**src/rtl/uart_pkg.sv**
```systemverilog
// Shared UART encodings and receive state type.
// Used by both the receiver and the transmitter control block.
package uart_pkg;

    localparam logic [1:0] PAR_NONE = 2'b00;
    localparam logic [1:0] PAR_EVEN = 2'b01;
    localparam logic [1:0] PAR_ODD  = 2'b10;

    localparam logic [1:0] STOP_1 = 2'b00;
    localparam logic [1:0] STOP_2 = 2'b01;

    typedef enum logic [2:0] {
        IDLE,
        START,
        DATA,
        PARITY,
        STOP
    } rx_state_e;

endpackage

```
**src/rtl/uart_rx_sync.sv**
```systemverilog
// Two-flop synchroniser for the asynchronous serial line.
// Resets to the idle (high) level.
module uart_rx_sync (
    input  logic clk,
    input  logic reset,
    input  logic d,
    output logic q
);

    logic [1:0] ff_q;
    logic [1:0] ff_d;

    always_comb begin
        ff_d = {ff_q[0], d};
    end

    always_ff @(posedge clk or negedge reset) begin
        if (!reset) begin
            ff_q <= 2'b11;
        end else begin
            ff_q <= ff_d;
        end
    end

    assign q = ff_q[1];

endmodule

```
**src/rtl/uart_rx.sv**
```systemverilog
// Oversampling UART receiver with valid/ready output register.
// Bits are sampled mid-bit, counted in bclk ticks only.
module uart_rx
    import uart_pkg::*;
#(
    parameter int DATA_WIDTH = 8,
    parameter int SAMPLING   = 16
) (
    input  logic                  clk,
    input  logic                  reset,
    input  logic                  bclk,
    input  logic [1:0]            parity_select,
    input  logic [1:0]            stop_select,
    input  logic                  s_data_in,
    output logic [DATA_WIDTH-1:0] p_data_out,
    output logic                  valid,
    input  logic                  ready,
    output logic                  parity_err,
    output logic                  frame_err,
    output logic                  overrun,
    output logic                  busy
);

    localparam int CW = $clog2(SAMPLING);
    localparam int BW = (DATA_WIDTH > 1) ? $clog2(DATA_WIDTH) : 1;
    localparam logic [CW-1:0] HALF = CW'(SAMPLING / 2 - 1);
    localparam logic [CW-1:0] FULL = CW'(SAMPLING - 1);
    localparam logic [BW-1:0] LAST = BW'(DATA_WIDTH - 1);

    logic rxs;

    uart_rx_sync u_sync (
        .clk   (clk),
        .reset (reset),
        .d     (s_data_in),
        .q     (rxs)
    );

    rx_state_e             state_q, state_d;
    logic [CW-1:0]         cnt_q, cnt_d;
    logic [BW-1:0]         bit_q, bit_d;
    logic [DATA_WIDTH-1:0] shift_q, shift_d;
    logic                  acc_q, acc_d;
    logic [1:0]            par_q, par_d;
    logic [1:0]            stop_q, stop_d;
    logic                  sidx_q, sidx_d;
    logic                  perr_q, perr_d;
    logic                  ferr_q, ferr_d;
    logic                  armed_q, armed_d;
    logic [DATA_WIDTH-1:0] dout_q, dout_d;
    logic                  valid_q, valid_d;
    logic                  perr_o_q, perr_o_d;
    logic                  ferr_o_q, ferr_o_d;
    logic                  ovr_q, ovr_d;
    logic                  sample;
    logic                  done;

    always_comb begin
        state_d = state_q;
        cnt_d   = cnt_q;
        bit_d   = bit_q;
        shift_d = shift_q;
        acc_d   = acc_q;
        par_d   = par_q;
        stop_d  = stop_q;
        sidx_d  = sidx_q;
        perr_d  = perr_q;
        ferr_d  = ferr_q;
        armed_d = armed_q;
        done    = 1'b0;
        sample  = bclk && (cnt_q == ((state_q == START) ? HALF : FULL));

        if (bclk && state_q != IDLE) begin
            cnt_d = sample ? '0 : cnt_q + 1'b1;
        end

        unique case (state_q)
            IDLE: begin
                armed_d = armed_q | rxs;
                if (bclk && armed_q && !rxs) begin
                    state_d = START;
                    cnt_d   = '0;
                    bit_d   = '0;
                    acc_d   = 1'b0;
                    sidx_d  = 1'b0;
                    perr_d  = 1'b0;
                    ferr_d  = 1'b0;
                    armed_d = 1'b0;
                    par_d   = (parity_select == 2'b11) ? PAR_NONE : parity_select;
                    stop_d  = (stop_select == STOP_2) ? STOP_2 : STOP_1;
                end
            end
            START: begin
                if (sample) begin
                    state_d = rxs ? IDLE : DATA;
                end
            end
            DATA: begin
                if (sample) begin
                    shift_d = {rxs, shift_q[DATA_WIDTH-1:1]};
                    acc_d   = acc_q ^ rxs;
                    bit_d   = bit_q + 1'b1;
                    if (bit_q == LAST) begin
                        state_d = (par_q != PAR_NONE) ? PARITY : STOP;
                    end
                end
            end
            PARITY: begin
                if (sample) begin
                    perr_d  = (acc_q ^ rxs) != (par_q == PAR_ODD);
                    state_d = STOP;
                end
            end
            STOP: begin
                if (sample) begin
                    if (!rxs) begin
                        ferr_d = 1'b1;
                    end
                    if (stop_q == STOP_2 && !sidx_q) begin
                        sidx_d = 1'b1;
                    end else begin
                        state_d = IDLE;
                        done    = 1'b1;
                    end
                end
            end
            default: state_d = IDLE;
        endcase
    end

    // A completing frame wins over a plain acceptance in the same clk.
    always_comb begin
        dout_d   = dout_q;
        valid_d  = valid_q;
        perr_o_d = perr_o_q;
        ferr_o_d = ferr_o_q;
        ovr_d    = 1'b0;
        if (done) begin
            if (!valid_q || ready) begin
                dout_d   = shift_q;
                perr_o_d = perr_q;
                ferr_o_d = ferr_d;
                valid_d  = 1'b1;
            end else begin
                ovr_d = 1'b1;
            end
        end else if (valid_q && ready) begin
            valid_d = 1'b0;
        end
    end

    always_ff @(posedge clk or negedge reset) begin
        if (!reset) begin
            state_q  <= IDLE;
            cnt_q    <= '0;
            bit_q    <= '0;
            shift_q  <= '0;
            acc_q    <= 1'b0;
            par_q    <= PAR_NONE;
            stop_q   <= STOP_1;
            sidx_q   <= 1'b0;
            perr_q   <= 1'b0;
            ferr_q   <= 1'b0;
            armed_q  <= 1'b0;
            dout_q   <= '0;
            valid_q  <= 1'b0;
            perr_o_q <= 1'b0;
            ferr_o_q <= 1'b0;
            ovr_q    <= 1'b0;
        end else begin
            state_q  <= state_d;
            cnt_q    <= cnt_d;
            bit_q    <= bit_d;
            shift_q  <= shift_d;
            acc_q    <= acc_d;
            par_q    <= par_d;
            stop_q   <= stop_d;
            sidx_q   <= sidx_d;
            perr_q   <= perr_d;
            ferr_q   <= ferr_d;
            armed_q  <= armed_d;
            dout_q   <= dout_d;
            valid_q  <= valid_d;
            perr_o_q <= perr_o_d;
            ferr_o_q <= ferr_o_d;
            ovr_q    <= ovr_d;
        end
    end

    assign p_data_out = dout_q;
    assign valid      = valid_q;
    assign parity_err = perr_o_q;
    assign frame_err  = ferr_o_q;
    assign overrun    = ovr_q;
    assign busy       = (state_q != IDLE);

endmodule

```
**config.mk**
```make
export PLATFORM = sky130hd
export DESIGN_NAME = uart_rx
export DESIGN_NICKNAME = d
export VERILOG_FILES = /design/src/rtl/uart_pkg.sv /design/src/rtl/uart_rx_sync.sv /design/src/rtl/uart_rx.sv
export SDC_FILE = /design/constraint.sdc
export NUM_CORES = 1
export LEC_CHECK = 0
export BUFFER_PORTS_ARGS = -buffer_cell sky130_fd_sc_hd__buf_2
export CORE_ASPECT_RATIO = 0.5
export CORE_MARGIN = 5
export CORE_UTILIZATION = 51
export DETAILED_ROUTE_END_ITERATION = 8
export PLACE_DENSITY = 0.74
export RECOVER_POWER = 100
export SYNTH_ARGS = -nofsm -noshare
export SYNTH_HDL_FRONTEND = slang
export SYNTH_SLANG_ARGS = --single-unit
```
**constraint.sdc**
```tcl
create_clock -name clk -period 1.61 [get_ports clk]
set_input_delay 0.322 -clock clk [delete_from_list [all_inputs] [get_ports clk]]
set_output_delay 0.322 -clock clk [all_outputs]
set_load 0.005 [all_outputs]
```
; After elaboration in Yosys (flattened, before gate mapping)
; Index checks and enable logic that the tools add are counted.
[word_totals]
out_inout_bits = 13
ff_bits = 41
elab_cells = 107
input_bits = 9
[op_classes]
reduce_logical = 25
mux = 41
eq_ne = 20
add_sub_neg = 2
n_bitwise = 2
[ops]
columns = cell, n
row1 = two-way mux 3 bit, 10
row2 = two-way mux 4 bit, 5
row3 = two-way mux 1 bit, 18
row4 = "inequality test 2 bit, second input constant", 8
row5 = one-hot mux 3 bit (5 select lines), 1
row6 = nonzero test 2 bit, 5
row7 = one-hot mux 1 bit (2 select lines), 4
row8 = AND reduction 2 bit, 4
row9 = AND reduction 7 bit, 1
row10 = "equality test 3 x 2 -> 1 bit, second input constant", 2
row11 = "equality test 3 bit, second input constant", 2
row12 = logical AND 1 bit, 6
row13 = one-hot mux 3 bit (2 select lines), 1
row14 = AND reduction 3 bit, 2
row15 = "adder 4 x 1 -> 4 bit, second input constant", 1
row16 = "equality test 2 x 1 -> 1 bit, second input constant", 2
row17 = "equality test 2 bit, second input constant", 2
row18 = equality test 4 bit, 1
row19 = two-way mux 2 bit, 2
row20 = AND reduction 4 bit, 1
row21 = "adder 3 x 1 -> 3 bit, second input constant", 1
row22 = "equality test 3 x 1 -> 1 bit, second input constant", 1
row23 = logical NOT 1 bit, 3
row24 = logical NOT 3 bit, 1
row25 = 6 further kinds, 6

; Depth between registers and ports, before layout
; Gate-level depths: netlist (run 1).
[logic_depth]
word_depth = 8
ltp_mapped = 7
ltp_nobuf = 6

; Cells and area by module
; Synthesis (run 1) repeated with hierarchy kept, for this count alone.
[hier_totals]
hier_cells = 155
hier_area_um2 = 1845.5
[modules_own_cells]
columns = module, area_each_um2, n_inst, seq_area_each_um2, cells_each
row1 = uart_rx, 1793.0, 1, 950.9, 153
row2 = uart_rx_sync, 52.6, 1, 52.6, 2

; Worst setup path before layout (run 1)
; Ideal clock, no wire load.
[synth_timing]
path_kind = register to register
startpoint = register cnt_q[0]
endpoint = register shift_q[1]
path_buffers = 2
required_ps = 1485
slack_ps = -139
path_stages_with_launch = 7
arrival_ps = 1625
synth_period_minus_slack_ps = 1749
cell_sequence = dfrtp_1 > ha_1 > and4_1 > buf_4 > nand3_1 > buf_2 > mux2_2
[synth_between]
elab_chain_cells = 3
[synth_lines]
columns = item, line
row1 = from (decl), uart_rx.sv:40  ; logic [CW-1:0] cnt_q, cnt_d;
row2 = from (signal assigned), uart_rx.sv:172  ; cnt_q <= cnt_d;
row3 = equality test 4 bit, uart_rx.sv:71  ; sample = bclk && (cnt_q == ((state_q == START) ? HALF : FULL));
row4 = logical AND 1 bit, uart_rx.sv:71
row5 = AND reduction 2 bit (no source line), --
row6 = to (signal assigned), uart_rx.sv:174  ; shift_q <= shift_d;
row7 = to (decl), uart_rx.sv:42  ; logic [DATA_WIDTH-1:0] shift_q, shift_d;
; No other way between the ends.
; A chain may end at the register's enable or synchronous reset.

; Final worst setup path (run 1)
[layout_timing]
startpoint = register bit_q[1]
endpoint = register state_q[0]
[layout_between]
elab_chain_cells = 3
[layout_lines]
columns = item, line
row1 = from (decl), uart_rx.sv:41  ; logic [BW-1:0] bit_q, bit_d;
row2 = from (signal assigned), uart_rx.sv:173  ; bit_q <= bit_d;
row3 = equality test 3 bit, uart_rx.sv:103  ; if (bit_q == LAST) begin
row4 = inequality test 2 bit (no source line), --
row5 = AND reduction 7 bit (no source line), --
row6 = to (signal assigned), uart_rx.sv:171  ; state_q <= state_d;
row7 = to (decl), uart_rx.sv:39  ; rx_state_e state_q, state_d;
; No other way between the ends.

==> results_dict.tcl, run 1 <==
set metrics [dict create \
    setup_viol 1 \
    track_usage_pct 17.77 \
    path_max_fanout 3 \
    yosys_warnings 0 \
    synth_common_cells "dfrtp_1 (38), nand2_1 (14), o21ai_0 (14), mux2_4 (10)" \
    ys_ff_latch 40 \
    netlist_instances 167 \
    path_common_cell "ha_2" \
    cts_tree "done" \
    yosysTopAreaCellShare_pct 49.93 \
    start_kind "register" \
    required_ps 1780 \
    synth_compound_area_share_pct 10.84 \
    yosys.area_share.simple_pct 15.05 \
    syn-num-nets 179 \
    slew_headroom_pct 18.32 \
    syn_area_per_cell_um2 11.40 \
    timing.critical_path.buf_inv 0 \
    cp_slowest_cell "or3b_4" \
    synth_xor_area_share_pct 2.300 \
    synth_most_common_cell "dfrtp_1" \
    path_class "register to register" \
    cp_top_family "simple AND/OR/NAND/NOR gates" \
    clk-insertion-delay-late_ps 290 \
    dp_hpwl_um 2797 \
    drt-initial-drc-count 64 \
    dr.pass1.iters 4 \
    status "complete, but fails checks" \
    post-place-ws_ps -68.83 \
    drive_above_1_share_pct 39.72 \
    postRouteWirelength_um 4228 \
    skew_ps 6.263 \
    fin_area_mm2 0.002396 \
    layout.area.seq_mm2 0.001005 \
    yosysTopAreaCell "dfrtp_1" \
    power_frac_comb_pct 30.8 \
    die_w_um 96.42 \
    grt_pass1_wl_um 6658 \
    maxCapViolCount 0 \
    overflow 0 \
    post-route-drc-count 0 \
    sw_frac_of_total_pct 33.39 \
    io_buffers 21 \
    fin_crit_sh_pct 102.5 \
    clock.fmax_ghz 0.6060 \
    top_layer "met4" \
    synth_top_family_by_area "simple AND/OR/NAND/NOR gates" \
    maxSlewViolCount 0 \
    layout.cells.non_filler 265 \
    cts_inserted_buffers 5 \
    wl_met3_um 191 \
    p_int_mw 1.876 \
    avgRoutedWirePerCell_um 15.95 \
    cts_max_level 2 \
    start_util_pct 54.26 \
    ys_seq_area_share_pct 52.69 \
    critPathCaptureType "register" \
    ys.flop_type "dfrtp_1" \
    violations "setup timing" \
    area_delta_synth_final_pct 25.82 \
    min_path_type "input port to register" \
    power_mw 2.816 \
    synth_mux_area_share_pct 13.21 \
    multiInputGateArea_um2 918.4 \
    place_area_mm2 0.002186 \
    synth.area.top_cells "dfrtp_1 (50%), mux2_4 (7.9%), mux2_2 (5.3%)" \
    grt_pass1_vias 1360 \
    met2_length_um 1995 \
    worst_slack_ps -40.06 \
    p_switching_uw 940.2 \
    clk_pin_slew_worst_paths_ps 80 \
    p_per_area_mw_per_mm2 1175 \
    arrival_ps 1820 \
    via_count 1415 \
    crit_chain "ha_2 > ha_2 > or3b_4 > a21oi_4 > a211o_1 > o21ai_1" \
    synth-async-reset-ratio_pct 100.0 \
    wl_met1_um 1978 \
    vias_per_cell 5.340 \
    critPathMaxStageDelay_ps 420 \
    n_antenna_cell 0 \
    pwr-share-clk_pct 25.1 \
    grt_antenna_before_repair 0 \
    grt_max_degree 24 \
    place_inst 250 \
    synth_edf_count 0 \
    p_seq_share_pct 44.1 \
    fin_nets 225 \
    die_y_um 53.21 \
    synth_area_mm2 0.001904 \
    tightest_slew_ps 1225 \
    postCtsHoldBufs 0 \
    ir_drop_mv 0.6105 \
    p_leak_nw 1.166 \
    ant_nets 0 \
    min_period_ps 1650 \
    rsz0062_at_grt "yes" \
    ioPinCount 22 \
    root_buffer "clkbuf_8" \
    cts.sinks 40 \
    fillers 263 \
    synth.distinct_cells 38 \
    gp_congestion 0.8188 \
    hold_viol 0 \
    clockBufferDepth 2 \
    yosys.area_share.adder_pct 1.971 \
    dieArea_mm2 0.005130 \
    core_mm2 0.003510 \
    rows 15 \
]
-- cells by family after synthesis --
family                   after synthesis
adder cells (fa/ha/maj)                3
AND/OR/NAND/NOR                       52
multiplexers                          19
XOR/XNOR                               5
flip-flops                            40
AO/OA/AOI/OAI                         34
buffers and inverters                 14
-- state kept, by name, summed over array words and instances, names as in the netlist --
name and count:
stop_q 1, shift_q 8, frame_err 1, armed_q 1, ferr_q 1, par_q 2
parity_err 1, sidx_q 1, overrun 1, p_data_out 8, cnt_q 4, perr_q 1
state_q 3, valid 1, acc_q 1, bit_q 3, u_sync.ff_q 2
-- cells in the final DEF, fill, tap and decap left out, types with 2 or more instances in the layout --
cell | synthesis | layout
dfrtp_1 | 38 | 37
clkinvlp_4 | 0 | 2
dfstp_2 | 2 | 2
nor2_1 | 8 | 8
nand2b_1 | 8 | 8
o31ai_1 | 5 | 4
o21ai_0 | 14 | 14
nand2_1 | 14 | 13
clkbuf_1 | 4 | 8
nand3_1 | 9 | 9
xnor2_1 | 3 | 3
buf_4 | 1 | 24
ha_2 | 0 | 3
mux2_2 | 9 | 8
nor3_1 | 2 | 2
buf_2 | 3 | 14
a21oi_1 | 6 | 4
nand2b_4 | 1 | 2
mux2_4 | 10 | 11
xor2_1 | 2 | 2
inv_1 | 4 | 4
clkbuf_8 | 0 | 6
o211ai_1 | 2 | 2
-- per-stage QoR --
stage | TNS [ps] | utilization (%) | hold slack (ps)
floorplan | -439.9 | - | 26.41
global placement | -156.9 | 62.28 | 318.8
detailed placement | -771.4 | 62.28 | 324.7
CTS | -19.62 | 65.70 | 6.093
global route | -239.1 | 68.27 | 101.6
finish | -40.06 | 68.27 | 114.5
-- repair_timing --
item / CTS / global route
cloned: 0 / 1
endpoints found under the setup margin: 15 / 15
buffers inserted: 1 / 5
resized for setup: 6 / 12
pin swaps: 2 / 6
endpoints found under the hold margin: 0 / 0
-- layout make-up --
class | count | share of cell area [%]
Sequential cell | 40 | 41.93
Timing Repair Buffer | 48 | 12.38
Inverter | 4 | 0.6266
Multi-Input combinational cell | 114 | 38.33
Clock inverter | 2 | 0.6266
Clock buffer | 6 | 3.446
Tap cell | 51 | 2.663
-- layer usage --
| layer | GRT usage, % | vias to the layer above |
|---|---|---|
| li1 | - | 680 |
| met5 | 0 | - |
| met2 | 28.00 | 45 |
| met1 | 23.39 | 684 |
| met4 | 7.907 | 0 |
| met3 | 4.261 | 6 |
-- worst paths after layout --
| path | from | to | slack [ps] | cells after the start |
|---|---|---|---|---|
| worst min-delay path | s_data_in | u_sync.ff_q[0] | 110 | 1 |
| max in group asynchronous | reset | state_q[1] | 360 | 2 |
| min in group asynchronous | reset | sidx_q | 260 | 1 |
| worst max-delay path | bit_q[1] | state_q[0] | -40 | 6 |
| worst max register to register | bit_q[1] | state_q[0] | -40 | 6 |
| worst min register to register | u_sync.ff_q[0] | u_sync.ff_q[1] | 370 | 0 |
-- power groups by stage --
stage / sequential, mW / clock, mW / combinational, mW
floorplan: 1.22 / 0 / 0.505
global placement: 1.25 / 0 / 0.713
detailed placement: 1.25 / 0 / 0.737
CTS: 1.24 / 0.722 / 0.778
global route: 1.25 / 0.758 / 0.967
finish: 1.24 / 0.706 / 0.868
Power figures use the tool's default switching activity.
==> run 2: changes to the inputs <==
CELL_PAD_IN_SITES_DETAIL_PLACEMENT = 1   (was unset)
CELL_PAD_IN_SITES_GLOBAL_PLACEMENT = 2   (was unset)
CORE_UTILIZATION = 34   (was 51)
PLACE_DENSITY = unset   (was 0.74)
PLACE_DENSITY_LB_ADDON = 0.1   (was unset)
==> results_dict.tcl, run 2 (synthesized netlist as in run 1, its figures left out) <==
set metrics [dict create \
    maxSlewViolCount 0 \
    arrival_ps 1770 \
    rsz0062_at_grt "yes" \
    final_cell_mix "dfrtp_1 (36), buf_4 (23), buf_2 (19)" \
    overflow 0 \
    cts_max_level 2 \
    crit_path_end "state_q[0]" \
    clk-insertion-delay-late_ps 290 \
    maxCapViolCount 0 \
    required_ps 1780 \
    start_kind "register" \
    dieArea_mm2 0.007289 \
    avgRoutedWirePerCell_um 15.48 \
    clk_pin_slew_worst_paths_ps 80 \
    tightest_slew_ps 1025 \
    io_buffers 21 \
    rows 19 \
    die_y_um 62.92 \
    ant_nets 0 \
    root_buffer "clkbuf_8" \
    gp_congestion 0.7611 \
    min_period_ps 1600 \
    r2r_start "bit_q[0]" \
    drive_above_1_share_pct 40.19 \
    vias_per_cell 4.899 \
    min_path_type "input port to register" \
    core_mm2 0.005444 \
    via_count 1406 \
    layout_commonest_cell "dfrtp_1" \
    skew_ps 7.994 \
    slew_headroom_pct 31.65 \
    p_leak_nw 1.206 \
    dr.pass1.iters 4 \
    dp_hpwl_um 3045 \
    clockBufferDepth 2 \
    grt_pass1_vias 1468 \
    place_area_mm2 0.002226 \
    clock.fmax_ghz 0.6248 \
    ir_drop_mv 0.4285 \
    r2r_cells 6 \
    fin_area_mm2 0.002452 \
    postRouteWirelength_um 4444 \
    p_per_area_mw_per_mm2 1213 \
    grt_pass1_wl_um 7417 \
    crit_start "bit_q[0]" \
    worstHoldStart "s_data_in" \
    start_util_pct 34.98 \
    critPathCaptureType "register" \
    n_antenna_cell 0 \
    cts_tree "done" \
    r2r_end "state_q[0]" \
    post-route-util_pct 45.05 \
    die_w_um 115.8 \
    track_usage_pct 12.89 \
    fillers 596 \
    rrSetupSlack_ps 10 \
    grt_max_degree 41 \
    ioPinCount 22 \
    drt-initial-drc-count 89 \
    path_max_fanout 3 \
    setup_viol 0 \
    fin_crit_sh_pct 99.40 \
    area_delta_synth_final_pct 28.78 \
    post-route-drc-count 0 \
    grt_antenna_before_repair 0 \
    hold_viol 0 \
    cts.sinks 40 \
    fin_nets 225 \
    status "completed" \
    setup-tns-final_ps 0 \
    path_class "register to register" \
    cts_inserted_buffers 5 \
]
run 2: changes by cell type in the layout (fill, tap and decap cells not counted), moves of 2 or more:
| cell | change |
|---|---|
| buf_2 | +5 |
| clkinvlp_4 | -2 |
| clkbuf_1 | -4 |
| ha_2 | -2 |
run 2: worst max-delay path: stages, from the launching register on:
cell and delay, ps:
dfrtp_1 400, ha_2 190, ha_4 150, or3b_4 390, a21oi_4 180, a211o_1 120, o21ai_1 60
run 2: worst min-delay path by stage:
stage	slack, ps	endpoint	cells past startpoint
2_1_floorplan	30	acc_q	0
3_3_place_gp	350	u_sync.ff_q[1]	0
3_5_place_dp	350	u_sync.ff_q[1]	0
4_1_cts	100	p_data_out[6]	2
5_1_grt	110	u_sync.ff_q[0]	1
6_report	120	u_sync.ff_q[0]	1
run 2: per-layer routing:
layer	vias to the layer above	wire length [um]	GRT usage, %
met3	5	194	3.965
met4	0	29	3.039
met5	-	0	0
met2	22	2023	20.42
met1	701	2196	17.23
li1	678	-	-
run 2: layout make-up:
class	instances	area, um2	share of cell area [%]
timing repair buffer	48	299.0	12.19
clock inverter	2	38.79	1.582
sequential	40	1006	41.02
clock buffer	6	82.58	3.367
tap	73	91.34	3.724
multi-input combinational	114	919.6	37.50
inverter	4	15.01	0.6122
run 2: through the flow:
step	power (mW)	worst slack (ps)	hold slack, ps	std cells
after floorplan	1.721	-41.71	26.41	167
after global placement	1.999	-76.69	346.6	272
after detailed placement	2.025	-101.1	354.4	272
after CTS	2.997	-32.51	103.6	285
after global routing	3.157	-75.48	108.0	287
final	2.975	9.583	118.5	287
run 2: what timing repair did:
| item | in CTS | in global routing |
|---|---|---|
| hold buffers | 0 | 0 |
| setup buffers | 5 | 1 |
| gates cloned | 0 | 1 |
| endpoints found under the setup margin | 15 | 15 |
| resized for setup | 12 | 7 |
| pin swaps | 3 | 6 |
| endpoints found under the hold margin | 0 | 0 |
run 2: power breakdown:
part	total [mW]	internal (mW)	switching [mW]
clock network	0.879	0.507	0.372
logic	0.850	0.393	0.457
registers	1.25	1.13	0.118
==> run 3: changes to the inputs <==
clock period = 1.4 ns   (was 1.61 ns; I/O delays follow)
==> results_dict.tcl, run 3 (synthesized netlist as in run 1, its figures left out) <==
set metrics [dict create \
    core_mm2 0.005444 \
    post-place-ws_ps -343.4 \
    grt_pass1_vias 1587 \
    sw_frac_of_total_pct 33.64 \
    dr.pass1.iters 4 \
    min_period_ps 1614 \
    io_buffers 21 \
    dp_hpwl_um 3125 \
    fin_nets 249 \
    fin_crit_sh_pct 115.3 \
    maxCapViolCount 0 \
    place_area_mm2 0.002295 \
    worst_slack_ps -213.8 \
    track_usage_pct 14.17 \
    cts_inserted_buffers 5 \
    layout_commonest_cell "dfrtp_1" \
    hold_viol 0 \
    fin_area_mm2 0.002819 \
    holdWs_ps 76.75 \
    drive_above_1_share_pct 53.36 \
    n_antenna_cell 0 \
    rsz0062_at_grt "yes" \
    ioPinCount 22 \
    post-route-util_pct 51.78 \
    p_leak_nw 1.367 \
    start_kind "register" \
    critPathMaxStageDelay_ps 400 \
    cp_top_family "flip-flops" \
    cts_max_level 2 \
    clock.fmax_ghz 0.6196 \
    vias_per_cell 4.859 \
    overflow 0 \
    cp_slowest_cell "dfrtp_1" \
    avgRoutedWirePerCell_um 16.39 \
    slew_headroom_pct 54.39 \
    grt_antenna_before_repair 0 \
    clockBufferDepth 2 \
    grt_max_degree 30 \
    p_switching_mw 1.252 \
    arrival_ps 1800 \
    pwr-share-clk_pct 22.9 \
    dieArea_mm2 0.007289 \
    power_frac_comb_pct 38.8 \
    gp_congestion 0.7738 \
    path_max_fanout 3 \
    tightest_slew_ps 684.2 \
    path_class "register to register" \
    final_cell_mix "dfrtp_1 (35), buf_4 (33), buf_2 (15)" \
    setup_viol 27 \
    rows 19 \
    crit_chain "ha_2 > ha_4 > or3b_4 > a21oi_4 > a211o_1 > o21ai_1" \
    place_inst 279 \
    layout.cells.non_filler 311 \
    clk_pin_slew_worst_paths_ps 90 \
    p_int_mw 2.469 \
    post-route-drc-count 0 \
    cts_tree "done" \
    status "complete, but fails checks" \
    critPathCaptureType "register" \
    postRouteWirelength_um 5096 \
    grt_pass1_wl_um 8059 \
    via_count 1511 \
    required_ps 1580 \
    skew_ps 6.934 \
    die_w_um 115.8 \
    start_util_pct 34.98 \
    power_mw 3.720 \
    root_buffer "clkbuf_8" \
    clk-insertion-delay-late_ps 300 \
    timing.critical_path.buf_inv 0 \
    setup-tns-final_ps -4726 \
    maxSlewViolCount 0 \
    ant_nets 0 \
    p_seq_share_pct 38.3 \
    cts.sinks 40 \
    min_path_type "input port to register" \
    ir_drop_mv 0.6452 \
    die_y_um 62.92 \
    drt-initial-drc-count 54 \
    p_per_area_mw_per_mm2 1320 \
    area_delta_synth_final_pct 48.03 \
    violations "setup timing" \
]
## run 3: cell count changes in the layout (fill, tap and decap cells not counted), sizes merged
cell and delta:
buf +23, bufinv -1, clkinv -1, clkinvlp +2, dlygate4sd3 +1
## run 3: layer usage
layer | GRT usage (%) | vias up | wire (um)
met1 | 18.80 | 755 | 2420
met2 | 22.92 | 20 | 2444
li1 | - | 729 | -
met4 | 3.618 | 0 | 61
met3 | 3.772 | 7 | 169
met5 | 0 | - | 0
## run 3: power groups by stage
stage | Clock (mW) | Combinational, mW | Sequential [mW]
floorplan | 0 | 0.585 | 1.40
global placement | 0 | 0.984 | 1.43
detailed placement | 0 | 1.00 | 1.43
CTS | 0.864 | 1.17 | 1.41
global route | 0.927 | 1.57 | 1.45
finish | 0.852 | 1.44 | 1.42
## run 3: final timing paths
path	start	slack, ps	end	depth (start not counted)
max in group asynchronous	reset	120	u_sync.ff_q[0]	3
worst max register to register	bit_q[1]	-210	state_q[0]	6
worst min register to register	u_sync.ff_q[0]	360	u_sync.ff_q[1]	0
min in group asynchronous	reset	530	perr_q	2
worst max-delay path	bit_q[1]	-210	state_q[0]	6
worst min-delay path	s_data_in	80	u_sync.ff_q[0]	1
## run 3: area by class of cell
type | count | area, um2
inverter | 4 | 15.01
clock inverter | 2 | 15.01
tap | 73 | 91.34
sequential | 40 | 1007
timing repair buffer | 72 | 600.6
clock buffer | 6 | 82.58
fill | 579 | 2625
multi-input combinational | 114 | 1007
## run 3: what timing repair did
item | CTS | global route
endpoints found under the setup margin | 30 | 37
hold endpoints to repair | 11 | 0
hold buffers | 1 | 0
pin swaps | 11 | 11
gates cloned | 2 | 0
setup buffers | 12 | 10
resized for setup | 29 | 29
